File: src/rtl/log10_stream.sv
// Streaming fixed-point log10 of an unsigned fraction: normalise by powers of two, then CORDIC refine.
// Latency ceil((clog2(DIN_W)+NUM_ITER)/REG_EVERY) cycles, one sample per cycle when not stalled.
// Backpressure: the whole pipe freezes while the output is valid and not accepted (in_ready = enable).
module log10_stream #(
  parameter int DIN_W     = 24,
  parameter int FRAC_W    = 12,
  parameter int DOUT_W    = 17,
  parameter int NUM_ITER  = 8,
  parameter int REG_EVERY = 4,
  parameter int TAG_W     = 2
) (
  input  logic              i_clk,
  input  logic              i_rst,
  input  logic              i_in_valid,
  output logic              o_in_ready,
  input  logic [DIN_W-1:0]  i_in_data,
  input  logic [TAG_W-1:0]  i_in_tag,
  output logic              o_out_valid,
  input  logic              i_out_ready,
  output logic [DOUT_W-1:0] o_out_data,
  output logic [TAG_W-1:0]  o_out_tag,
  output logic              o_out_zero
);

  localparam int NORM_N = $clog2(DIN_W);
  localparam int S      = NORM_N + NUM_ITER;
  localparam logic signed [DOUT_W-1:0] Y_MIN = {1'b1, {(DOUT_W-1){1'b0}}};

  // floor(log10(1 + 2^-k) * 2^FRAC_W); k = 0 yields the log10(2) step used by normalisation.
  function automatic int calc_const(input int k);
    real v;
    v = $log10(1.0 + 1.0 / (2.0 ** k)) * (2.0 ** FRAC_W);
    return $rtoi(v);
  endfunction

  localparam int L2 = calc_const(0);

  // Index i carries the values leaving stage i (after its register, if it has one); index 0 is the input.
  logic [DIN_W-1:0]         w_xs [0:S];
  logic signed [DOUT_W-1:0] w_ys [0:S];
  logic                     w_zs [0:S];
  logic                     w_vs [0:S];
  logic [TAG_W-1:0]         w_ts [0:S];
  logic                     w_en;
  logic                     w_unused;

  assign w_en       = !o_out_valid || i_out_ready;
  assign o_in_ready = w_en;

  assign w_xs[0] = i_in_data;
  assign w_ys[0] = '0;
  assign w_zs[0] = (i_in_data == '0);
  assign w_vs[0] = i_in_valid;
  assign w_ts[0] = i_in_tag;

  for (genvar gi = 1; gi <= S; gi++) begin : g_stage
    logic [DIN_W-1:0]         w_xn;
    logic signed [DOUT_W-1:0] w_yn;

    if (gi <= NORM_N) begin : g_norm
      localparam int SH = 1 << (NORM_N - gi);
      localparam logic signed [DOUT_W-1:0] DY = DOUT_W'(SH * L2);
      logic w_hit;
      assign w_hit = (w_xs[gi-1][DIN_W-1 -: SH] == '0);
      assign w_xn  = w_hit ? (w_xs[gi-1] << SH) : w_xs[gi-1];
      assign w_yn  = w_hit ? (w_ys[gi-1] - DY) : w_ys[gi-1];
    end else begin : g_cordic
      localparam int K = gi - NORM_N;
      localparam logic signed [DOUT_W-1:0] CK = DOUT_W'(calc_const(K));
      logic [DIN_W:0] w_t;
      // Multiply by (1 + 2^-k) only while the product stays below 1.0.
      assign w_t  = {1'b0, w_xs[gi-1]} + {1'b0, (w_xs[gi-1] >> K)};
      assign w_xn = w_t[DIN_W] ? w_xs[gi-1] : w_t[DIN_W-1:0];
      assign w_yn = w_t[DIN_W] ? w_ys[gi-1] : (w_ys[gi-1] - CK);
    end

    if (((gi % REG_EVERY) == 0) || (gi == S)) begin : g_reg
      logic [DIN_W-1:0]         r_x;
      logic signed [DOUT_W-1:0] r_y;
      logic                     r_z;
      logic                     r_v;
      logic [TAG_W-1:0]         r_t;

      // Stage register: advances only on the global enable; the last one substitutes the zero-input code.
      always_ff @(posedge i_clk) begin
        if (i_rst) begin
          r_x <= '0;
          r_y <= '0;
          r_z <= 1'b0;
          r_v <= 1'b0;
          r_t <= '0;
        end else if (w_en) begin
          r_x <= w_xn;
          r_y <= ((gi == S) && w_zs[gi-1]) ? Y_MIN : w_yn;
          r_z <= w_zs[gi-1];
          r_v <= w_vs[gi-1];
          r_t <= w_ts[gi-1];
        end
      end

      assign w_xs[gi] = r_x;
      assign w_ys[gi] = r_y;
      assign w_zs[gi] = r_z;
      assign w_vs[gi] = r_v;
      assign w_ts[gi] = r_t;
    end else begin : g_pass
      assign w_xs[gi] = w_xn;
      assign w_ys[gi] = w_yn;
      assign w_zs[gi] = w_zs[gi-1];
      assign w_vs[gi] = w_vs[gi-1];
      assign w_ts[gi] = w_ts[gi-1];
    end
  end

  // The residual mantissa after the last stage carries no information for the result.
  assign w_unused = ^w_xs[S];

  assign o_out_valid = w_vs[S];
  assign o_out_data  = w_ys[S];
  assign o_out_tag   = w_ts[S];
  assign o_out_zero  = w_zs[S];

endmodule

File: config.mk
export PLATFORM = sky130hd
export DESIGN_NAME = log10_stream
export DESIGN_NICKNAME = d
export VERILOG_FILES = /design/src/rtl/log10_stream.sv
export SDC_FILE = /design/constraint.sdc
export NUM_CORES = 1
export LEC_CHECK = 0
export ABC_AREA = 1
export CAP_MARGIN = 20
export CORE_ASPECT_RATIO = 0.6
export CORE_MARGIN = 8
export CORE_UTILIZATION = 50
export DETAILED_ROUTE_END_ITERATION = 12
export GPL_ROUTABILITY_DRIVEN = 1
export MAX_ROUTING_LAYER = met4
export PLACE_DENSITY_LB_ADDON = 0.05
export SLEW_MARGIN = 10
export SYNTH_ARGS = -nofsm -noshare
export SYNTH_HDL_FRONTEND = slang
export SYNTH_SLANG_ARGS = --single-unit
File: constraint.sdc
create_clock -name i_clk -period 28.7 [get_ports i_clk]
set_input_delay 5.74 -clock i_clk [delete_from_list [all_inputs] [get_ports i_clk]]
set_output_delay 5.74 -clock i_clk [all_outputs]
set_load 0.005 [all_outputs]
# --- Word level (Yosys, flattened, before mapping) ---
# Index checks and enable logic that the tools add are counted.
op_classes:
  muxes: 26
  addsub: 20
  reduce_logical: 7
ops:
  columns: ["operator", "count"]
  rows:
  - ["$mux 24", 12]
  - ["$mux 17", 14]
  - ["$add 24x16->25", 1]
  - ["$add 24x17->25", 1]
  - ["$add 24x18->25", 1]
  - ["$add 24x19->25", 1]
  - ["$add 24x20->25", 1]
  - ["$add 24x21->25", 1]
  - ["$add 24x22->25", 1]
  - ["$add 24x23->25", 1]
  - ["$logic_not 24->1", 1]
  - ["$sub 17x10->17 const B", 1]
  - ["$sub 17x11->17 const B", 1]
  - ["$sub 17x12->17 const B", 1]
  - ["$sub 17x13->17 const B", 1]
  - ["$sub 17x14->17 const B", 1]
  - ["$sub 17x15->17 const B", 1]
  - ["$sub 17x4->17 const B", 1]
  - ["$sub 17x5->17 const B", 1]
  - ["$sub 17x6->17 const B", 1]
  - ["$sub 17x7->17 const B", 1]
  - ["$sub 17x8->17 const B", 1]
  - ["$sub 17x9->17 const B", 1]
  - ["$logic_not 16->1", 1]
  - ["other kinds (5)", 5]
word_totals:
  elab_cells: 72
  regBits: 156
  out_inout_bits: 22
  input_bits: 30

# --- Longest topological paths before layout ---
logic_depth:
  word_depth: 8
  mapped_depth: 82
  depth_no_buf: 76

# --- Least setup slack after synthesis ---
# OpenSTA, ideal clock, no wires.
synth_path:
  path_type: "input -> output"
  startpoint: "input i_out_ready"
  endpoint: "output o_in_ready"
  stages: 4
  n_path_buf: 2
  arrival_time_ps: 6618
  required_ps: 22960
  setup_slack_ps: 16342
  path_cell_list: "nor2_1 -> clkinv_1 -> clkbuf_1 -> clkbuf_1"
synth_between:
  elab_chain_len: 1
synth_lines:
  columns: ["item", "line", "rtl"]
  rows:
  - ["start, declared", "19", "input logic i_out_ready,"]
  - ["$logic_or 1x1->1", "47", "assign w_en = !o_out_valid || i_out_ready;"]
  - ["end, declared", "15", "output logic o_in_ready,"]
# No other way between the ends.

# --- Worst setup path after layout ---
# Same ends and word-level chain as after synthesis.

==> impl_metrics.ini <==
[global_routing]
grt_start_max_net_pins = 132
track_usage = 0.2717
grt_pass1_vias = 21148
grt_pass1_wl_mm = 116.2
grt-ovfl-total = 0
antenna_found_initial = 0

[synthesis]
synth_compound_area_frac = 0.1676
synthMuxAreaShare = 0.0004401
synth-xor-area-share = 0.07795
synth_nets = 4140
syn-instance-count = 3943
synth_edf_count = 0
synth_cell_type_count = 63
yosysTopAreaCellShare = 0.1934
yosys_most_used_dff = dfxtp_1
syn_area_mm2 = 0.02274
synth_area_leaders = nand2_1, dfxtp_1, inv_1, ha_1, o21ai_0
ys_seq_area_frac = 0.1364
ys_warn_count = 0
synth-async-reset-ratio = 0
yosysTopAreaCell = nand2_1
synth_top_family_by_area = simple AND/OR/NAND/NOR gates
synth-simple-area-share = 0.3984
syn_area_per_cell_um2 = 5.768
ys_seq_elements = 155
synth-adder-area-share = 0.09385

[route]
vias = 24411
firstDrtPassIters = 6
drt-total-wl_mm = 71.58
first_iter_violations = 2849
remaining_drc_errors = 0
vias_per_cell = 5.407
wl_per_cell_um = 15.85
drtAntennaViolNets = 0

[floorplanning]
start_util = 0.5075
core-area_mm2 = 0.04482
die_h_um = 181.2
dieArea_mm2 = 0.05279
rows = 60
die_w_um = 291.3
ios = 52

[timing]
fin_setup_tns_ps = 0
drv_slew = 0
worst_slew_pin_slew_ps = 1102
finalCritPeriodShare = 0.4630
slew_headroom = 0.2573
whs_ps = 466.0
period_minus_slack_ps = 13290
fin_skew_ps = 18.67
setup_viol = 0
max_clock_freq_ghz = 0.07526
finalHoldViolCount = 0
rsz0062_at_grt = false

[critical_path]
cp-start-kind = primary input
crit_path_end = o_in_ready
cp_common_cell = clkdlybuf4s50_1
r2r_end = g_stage[8].g_reg.r_x[1]$_SDFFE_PP0P_
rr_startpoint = g_stage[4].g_reg.r_x[23]$_SDFFE_PP0P_
worst_setup_path_startpoint = i_out_ready
r2r_cells = 71
cp_max_fo = 131
worst_path_max_delay_cell = clkdlybuf4s50_1
crit_required_ps = 22960
rrSetupSlack_ps = 15820
worst-setup-path-type = in2out
worstPathArrival_ps = 7550
end_kind = primary output
worstPathCellList = clkdlybuf4s50_1, nor2_4, inv_6, clkdlybuf4s50_1
slowest_delay_ps = 650

[clocking]
cts_tree = built
post-cts-setup-buffers = 0
cts_buffer_depth = 2
root_buffer = clkbuf_16
clkLatencyLatePin_ps = 450
cts_resized = 0
hold_buffers = 0
path_clk_slew_ps = 70
cts_buffers = 17
cts.sink_count = 155
htree_num_levels = 4

[outcome]
status = finished, final reports clean

[flow_run]
maxCapViolCount = 0

[place]
placed_cells = 4482
place_congestion = 1.050
portBuffers = 51
hpwl_mm = 57.25

[layout]
final_cells = 4515
area_growth_pct = 5.743
diodes = 0
fin_util = 0.5366
drive_gt1_frac = 0.07208
fin_nets = 4110

[worst_hold_path]
worstHoldPathCells = 2
min_path_type = reg2reg
worst min-delay path by stage:
stage / endpoint / start / slack, ps
floorplan: g_stage[12].g_reg.r_v$_SDFFE_PP0P_ / g_stage[12].g_reg.r_v$_SDFFE_PP0P_ / 430
global placement: g_stage[12].g_reg.r_v$_SDFFE_PP0P_ / g_stage[12].g_reg.r_v$_SDFFE_PP0P_ / 450
global route: o_out_data[2]$_SDFFE_PP0P_ / o_out_data[2]$_SDFFE_PP0P_ / 480
detailed placement: o_out_data[2]$_SDFFE_PP0P_ / o_out_data[2]$_SDFFE_PP0P_ / 460
CTS: o_out_data[2]$_SDFFE_PP0P_ / o_out_data[2]$_SDFFE_PP0P_ / 470
finish: o_out_data[2]$_SDFFE_PP0P_ / o_out_data[2]$_SDFFE_PP0P_ / 470
routing by layer:
layer / vias to the layer above / wire length [µm] / track usage
met2: 912 / 23280 / 0.3106
li1: 12679 / - / -
met1: 10783 / 40390 / 0.4556
met5: - / 0 / -
met3: 37 / 7503 / 0.06329
met4: 0 / 404 / 0.03006
cell type report:
type / count / area (µm²)
tap: 589 / 737.0
timing repair buffer: 64 / 611.8
sequential: 155 / 3103
clock buffer: 17 / 425.4
multi-input combinational: 3093 / 16800
fill: 4760 / 20770
clock inverter: 15 / 172.7
inverter: 582 / 2200
sequential cells by signal, summed over array words and instances (netlist names):
name	cells
g_stage.g_reg.r_v	3
g_stage.g_reg.r_t	6
o_out_zero	1
g_stage.g_reg.r_z	3
g_stage.g_reg.r_x	72
o_out_data	17
g_stage.g_reg.r_y	50
o_out_tag	2
o_out_valid	1
critical path, delay by kind of cell:
kind	cells	cell delay, ps
buf+inv	3	1730
simple gates	1	60
Yosys cell counts, types with 4 or more instances:
cell and number:
nand2_1 1172, nand3_1 265, a21oi_1 223, or2_2 19, o21bai_1 13, o31ai_1 4, nand2_4 15, o211ai_1 34
nand3_2 21, dfxtp_1 155, ha_1 161, inv_2 21, o221ai_1 21, o21ai_2 13, nand3b_1 11, a211oi_1 8
nor2_1 317, a31oi_1 10, o21ai_1 21, nand4_1 48, buf_8 10, o21ai_0 286, xor2_1 134, buf_6 12
nor3_1 27, nand2_2 99, buf_4 6, a21o_1 9, nor2_4 9, nor4_1 13, buf_2 6, a221oi_1 19
buf_1 7, nor2_2 16, nand3_4 6, clkbuf_1 72, xnor2_1 61, inv_1 551, clkinv_1 6, fa_1 6
cells by family (layout without fill, tap and decap cells):
group                      after synthesis  count (layout)
xor gates and xnor gates               199             199
AOI/OAI and AO/OA                      675             675
DFF                                    155             155
muxes                                    1               1
and+or+nand+nor                       2051            2051
adders and majority gates              167             167
buffers and inverters                  695             678
cells in the final DEF (no fill, tap or decap), drive strengths merged, types with 2 or more instances in the layout:
cell and instances:
nand3 292, a221oi 19, clkinv 11, xor2 137, nor2 344, fa 6
nand3b 11, nor4 13, o21ai 320, a21oi 223, nand2 1286, o221ai 21
a31oi 10, o31ai 4, ha 161, o211ai 34, or3 2, or2 21
nand4 49, o311ai 3, xnor2 62, buf 13, a21o 9, clkbuf 17
o21bai 13, dfxtp 155, a211oi 8, nor3 29, clkdlybuf4s50 51, a21boi 3
inv 584, and2 3
stage by stage:
step           setup WS [ps]  instance area (µm²)
4_1_cts                15360                24040
5_1_grt                14240                24050
3_5_place_dp           15360                23440
3_3_place_gp           15370                23440
6_report               15410                24050
2_1_floorplan          16340                22740
Power is not shown: default switching activity piles up to over one toggle a cycle in this logic, so the estimate is an artifact.
